===== src/rtl/pipe_stage_hs.sv =====
// Elastic pipeline register with valid/ready handshake, synchronous flush,
// optional 2-entry skid buffer and a saturating stall counter.
module pipe_stage_hs #(
    parameter int unsigned       WIDTH  = 96,
    parameter logic [WIDTH-1:0]  BUBBLE = '0,
    parameter bit                SKID   = 1'b1,
    parameter int unsigned       CNT_W  = 16
) (
    input  logic             clk,
    input  logic             reset,
    input  logic             flush,
    input  logic             in_valid,
    output logic             in_ready,
    input  logic [WIDTH-1:0] in_data,
    output logic             out_valid,
    input  logic             out_ready,
    output logic [WIDTH-1:0] out_data,
    output logic [1:0]       occupancy,
    output logic [CNT_W-1:0] stall_cnt
);

    typedef enum logic [1:0] {
        ST_EMPTY = 2'd0,
        ST_FULL  = 2'd1,
        ST_SKID  = 2'd2
    } state_t;

    state_t           state_q;
    logic [WIDTH-1:0] main_q;
    logic [WIDTH-1:0] skid_q;
    logic [CNT_W-1:0] stall_q;
    logic [CNT_W-1:0] stall_d;
    logic             in_fire;
    logic             out_fire;

    // With the skid buffer, in_ready depends only on registered state, so
    // there is no combinational path from out_ready to in_ready.
    always_comb begin
        in_ready = 1'b0;
        if (SKID) begin
            in_ready = (state_q != ST_SKID) && !flush && reset;
        end else begin
            in_ready = ((state_q == ST_EMPTY) || out_ready) && !flush && reset;
        end
    end

    assign out_valid = (state_q != ST_EMPTY);
    assign out_data  = main_q;
    assign in_fire   = in_valid && in_ready;
    assign out_fire  = out_valid && out_ready;
    assign stall_cnt = stall_q;

    always_comb begin
        occupancy = 2'd0;
        case (state_q)
            ST_FULL: occupancy = 2'd1;
            ST_SKID: occupancy = 2'd2;
            default: occupancy = 2'd0;
        endcase
    end

    always_comb begin
        stall_d = stall_q;
        if (out_valid && !out_ready && !flush && (stall_q != '1)) begin
            stall_d = stall_q + 1'b1;
        end
    end

    always_ff @(posedge clk) begin
        if (!reset) begin
            state_q <= ST_EMPTY;
            main_q  <= BUBBLE;
            skid_q  <= BUBBLE;
        end else if (flush) begin
            state_q <= ST_EMPTY;
            main_q  <= BUBBLE;
            skid_q  <= BUBBLE;
        end else begin
            case (state_q)
                ST_EMPTY: begin
                    if (in_fire) begin
                        state_q <= ST_FULL;
                        main_q  <= in_data;
                    end
                end
                ST_FULL: begin
                    if (in_fire && out_fire) begin
                        main_q <= in_data;
                    end else if (in_fire) begin
                        state_q <= ST_SKID;
                        skid_q  <= in_data;
                    end else if (out_fire) begin
                        state_q <= ST_EMPTY;
                        main_q  <= BUBBLE;
                    end
                end
                ST_SKID: begin
                    if (out_fire) begin
                        state_q <= ST_FULL;
                        main_q  <= skid_q;
                        skid_q  <= BUBBLE;
                    end
                end
                default: begin
                    state_q <= ST_EMPTY;
                    main_q  <= BUBBLE;
                    skid_q  <= BUBBLE;
                end
            endcase
        end
    end

    always_ff @(posedge clk) begin
        if (!reset) begin
            stall_q <= '0;
        end else begin
            stall_q <= stall_d;
        end
    end

endmodule


===== config.mk =====
export PLATFORM = sky130hd
export DESIGN_NAME = pipe_stage_hs
export DESIGN_NICKNAME = d
export VERILOG_FILES = /design/src/rtl/pipe_stage_hs.sv
export SDC_FILE = /design/constraint.sdc
export NUM_CORES = 1
export LEC_CHECK = 0
export ABC_AREA = 1
export CAP_MARGIN = 10
export CORE_ASPECT_RATIO = 1.5
export CORE_MARGIN = 5
export CORE_UTILIZATION = 45
export DETAILED_ROUTE_END_ITERATION = 7
export PLACE_DENSITY = 0.76
export SLEW_MARGIN = 10
export SYNTH_ARGS = -nofsm -noshare
export SYNTH_HDL_FRONTEND = slang
export SYNTH_SLANG_ARGS = --single-unit

===== constraint.sdc =====
create_clock -name clk -period 2 [get_ports clk]
set_input_delay 0.4 -clock clk [delete_from_list [all_inputs] [get_ports clk]]
set_output_delay 0.4 -clock clk [all_outputs]
set_load 0.02 [all_outputs]

Word level (Yosys, flattened, before mapping) --
Index checks and enable logic that the tools add are counted.
Storage, ports and cells: logic and storage cells 49, output and inout port bits 116, input bits 101, bits in registers 210
Cells by class: mux-type cells 15, add/subtract/negate cells 1, bitwise operators 2, eq/ne operators 11, reductions and logical operators 16
Operator list (count):
- 96-bit 2-to-1 mux | 6
- 96-bit case mux with 3 select lines | 2
- 16-bit by 1-bit adder with 16-bit output, second input constant | 1
- 16-bit != test, second input constant | 1
- 4-bit AND reduction | 3
- 2-bit 2-to-1 mux | 5
- 2-bit != test, second input constant | 5
- 3-bit != test, second input constant | 3
- 1-bit logical AND | 8
- 2-bit case mux with 3 select lines | 1
- 2-bit case mux with 2 select lines | 1
- 2-bit by 1-bit == test with 1-bit output, second input constant | 1
- 2-bit == test, second input constant | 1
- 1-bit zero test | 2
- 2-bit zero test | 1
- 1-bit inverter | 2
- 2-bit nonzero test | 1
- 2-bit OR reduction | 1

Depth between registers and ports, before layout --
depth in word-level cells 7, gate-level depth with buffers 11, gate-level depth less buffers 9

Worst setup path before layout --
OpenSTA, ideal clock, no wires.
path type register to register, start register stall_q[1], in the netlist stall_cnt[1], end register stall_q[9], in the netlist stall_cnt[9], setup time 132 ps, setup slack 157 ps, cell stages (with the launch flop) 10, clock period less this slack 1843 ps, required time 1868 ps, path buffers 1, data arrival time 1711 ps, path through dfxtp_1 ha_1 inv_1 nor2_1 nand2_1 o21ai_1 inv_1 buf_2 nand2_1 a21oi_1
Between the ends: cells in the longest elaborated chain, start to end 2, elaborated cells on any way between the ends 3, classes of those cells 1 x add/sub; 1 x eq/ne; 1 x reduce/logical
RTL lines:
- start: declaration | line 31 | logic [CNT_W-1:0] stall_q;
- start signal: assignment | line 117 | stall_q <= stall_d;
- parallel branches: the longest is 2 deep, another holds 16-bit by 1-bit adder with 16-bit output
Parallel ways; which one is timed is not known. A chain may end at the register's enable or synchronous reset.

Worst setup path in the final report --
start input reset, end output in_ready
Between the ends: cells in the longest elaborated chain, start to end 1
RTL lines:
- start: declaration | line 10 | input logic reset,
- 1-bit logical AND | line 41 | in_ready = (state_q != ST_SKID) && !flush && reset;
- end: declaration | line 13 | output logic in_ready,
Every way passes these cells.

==> flow_summary_export.csv <==
group,metric,value,unit
sta,fin_crit,1.96,ns
power,power.switching,2.42,mW
global_route,grt_overflow_total,0,
cts,clk_path_buf_depth,3,
global_route,gr-usage-met3,4.71,%
setup_path,crit_fanout,4,
power,power.density,650,mW/mm2
logic_synthesis,ys_seq_elements,210,
detailed_routing,vias,12400,
logic_synthesis,netlist_area,0.0113,mm2
power,pwr-share-seq,44.7,%
sta,holdWs,0.335,ns
placement,dp.cells,2308,
sta,finalCritPeriodShare,98.1,%
logic_synthesis,synth_top_area_share,37.3,%
job,maxCapViolCount,0,
global_route,grt_max_degree,89,
cells_and_area,fin_cells,2356,
placement,portBuffers,216,
power,intPower,7.07,mW
power,p_leak,5.61,nW
logic_synthesis,ys.warnings.count,0,
global_route,track_usage,23.2,%
sta,hold_violations,0,
placement,pre_cts_ws,-0.332,ns
cts,hold_buffers,0,
power,swShare,25.5,%
sta,fmax,510,MHz
setup_path,crit_required,1.60,ns
cts,cts_root_buf,"clkbuf_16",
placement,globalplace.congestion,0.877,
setup_path,crit_arrival,1.56,ns
status,outcome,"finished, final reports clean",
detailed_routing,ant_nets,0,
cts,cts_buffers,23,
logic_synthesis,ys_seq_area_share,37.3,%
cells_and_area,fill_cells,2371,
sta,finalSetupViolations,0,
cts,cts_htree_levels,1,
global_route,use_met2,39.7,%
die,die_area,0.0284,mm2
cells_and_area,multi_input_area,0.00569,mm2
die,placementRows,71,
cells_and_area,regArea,0.00421,mm2
global_route,antenna_found_initial,5,
logic_synthesis,avgSynthCellArea,6.10,um2
sta,setup_tns,0,ns
cells_and_area,area_delta_synth_final,29.7,%
sta,tightest_slew,0.590,ns
setup_path,worstSetupEndpointType,"output pin",
global_route,first_global_vias,11300,
detailed_routing,drtIter0Drc,927,
placement,place_hpwl,22.7,mm
logic_synthesis,synth_area_leaders,"dfxtp_1, nand2_1, a21oi_1, nand3_1, nor2_1",
cts,clk_pin_slew,0.07,ns
hold_path,hold_start,"out_ready",
sta,setup_slack,0.0376,ns
cts,cts_tree,"done",
sta,rsz0062_at_grt,"false",
global_route,busiest_layer,"met2",
detailed_routing,drc,0,
logic_synthesis,synthCells,1848,
logic_synthesis,synth.largest_area_cell,"dfxtp_1",
setup_path,timing.rr.start,"state_q[0]",
power,p_clk_share,43.6,%
logic_synthesis,yosys.cell_types.count,26,
die,die_height,204,um
cells_and_area,fin_nets,2109,
cts,clock_latency,0.52,ns
power,finalPower,9.49,mW
setup_path,reg2reg_slack,0.27,ns
sta,fin_skew,0.00861,ns
setup_path,startpoint,"reset",
sta,maxSlewViolCount,0,
power,pwr-share-comb,11.7,%
global_route,global_route.usage.met1,28.0,%
sta,max_slew_margin,60.7,%
logic_synthesis,syn_nets,1950,
setup_path,critPathLaunchType,"primary input",
die,die_w,139,um
hold_path,hp-class,"primary input to flop",
die,ios,217,
cells_and_area,drive_gt1_share,5.54,%
cts,cts.sinks,210,
detailed_routing,viasPerCell,5.24,
die,initial_core_util,45.3,%
detailed_routing,dr.pass1.iters,5,
global_route,grt_pass1_wl,55.8,mm
setup_path,worst-setup-path-type,"primary input to output pin",
die,coreArea,0.0249,mm2
power,ir_drop,0.000558,V
detailed_routing,wl_per_cell,14.7,um
detailed_routing,wirelength,34.6,mm
## sequential cells by signal, indices dropped and copies added (netlist names)
signal and cells:
out_data 96, skid_q 96, stall_cnt 16, state_q 2
## worst paths after layout
path                  end  depth (start not counted)
max reg2reg    skid_q[90]                          9
min            state_q[1]                          4
max              in_ready                          5
min reg2reg  out_data[28]                          2
## power by group through the flow
stage | logic (mW) | clock network (mW) | registers [mW]
after floorplan | 0.547 | 0 | 4.37
after global placement | 1.09 | 0 | 4.33
after detailed placement | 1.11 | 0 | 4.33
after CTS | 1.11 | 4.22 | 4.24
after global routing | 1.21 | 4.37 | 4.24
final | 1.11 | 4.14 | 4.24
## layout make-up
type | count | share of cell area, %
multi-input combinational | 1287 | 38.9
sequential | 210 | 28.8
timing repair buffer | 276 | 19.1
inverter | 209 | 5.38
clock buffer | 34 | 4.43
tap | 328 | 2.81
clock inverter | 7 | 0.479
antenna | 5 | 0.0856
## per-stage QoR
stage | util, % | area (um2)
after global routing | 58.8 | 14600
after floorplan | - | 11300
after global placement | 55.8 | 13900
after CTS | 58.6 | 14600
after detailed placement | 55.8 | 13900
final | 58.8 | 14600
## placed cells by master, fill, tap and decap left out, types with 3 or more instances in the layout
cell / n
a21oi_1: 205
buf_12: 17
buf_2: 3
buf_4: 42
clkbuf_1: 8
clkbuf_16: 23
clkbuf_8: 3
clkdlybuf4s50_1: 197
clkinv_2: 6
dfxtp_1: 208
diode_2: 5
dlygate4sd2_1: 15
inv_1: 204
nand2_1: 569
nand2_4: 4
nand3_1: 177
nand4_1: 81
nor2_1: 206
nor2_4: 3
o21ai_0: 20
o21bai_1: 9
xor2_1: 4
## worst max-delay path, cell delays in order
cell	delay (ns)
clkdlybuf4s50_1	0.52
nand2_4	0.08
nor2_4	0.18
buf_12	0.13
clkdlybuf4s15_2	0.25
## routing by layer
layer	vias up	share of wire, %
li1	6156	-
met1	5635	40
met2	483	48
met3	83	7.8
met4	0	4.2
met5	-	0
## cell usage after synthesis
| cell type | count |
|---|---|
| o21ai_1 | 1 |
| a21oi_2 | 1 |
| buf_2 | 62 |
| a21oi_1 | 205 |
| nor3_1 | 2 |
| nand3_2 | 1 |
| nand2_1 | 571 |
| nor3b_1 | 1 |
| clkinv_1 | 1 |
| nand2_2 | 2 |
| buf_4 | 6 |
| o21ai_0 | 20 |
| buf_1 | 26 |
| nor2_2 | 1 |
| dfxtp_1 | 210 |
| inv_2 | 3 |
| nand4_1 | 81 |
| clkbuf_1 | 48 |
| xor2_1 | 4 |
| xnor2_1 | 2 |
| nor2_4 | 2 |
| ha_1 | 1 |
| o21bai_1 | 9 |
| nand3_1 | 177 |
| nor2_1 | 206 |
| inv_1 | 205 |
## cells by family (layout without fill, tap and decap cells)
family	Yosys count	after routing	share of synthesized area, %
simple gates	1044	1044	38.8
flops	210	210	37.3
xor+xnor	6	6	0.466
buf+inv	351	526	12.6
compound gates	236	236	10.7
other cells	0	5	0
fa+ha+maj	1	1	0.111
## repair_timing
action / in CTS / in global routing
setup endpoints to repair: 17 / 2
hold endpoints to repair: 0 / 0
resized for setup: 24 / 2
setup buffers: 0 / 2
pin swaps: 1 / 1
No activity file was read; power rests on OpenSTA's default activity.
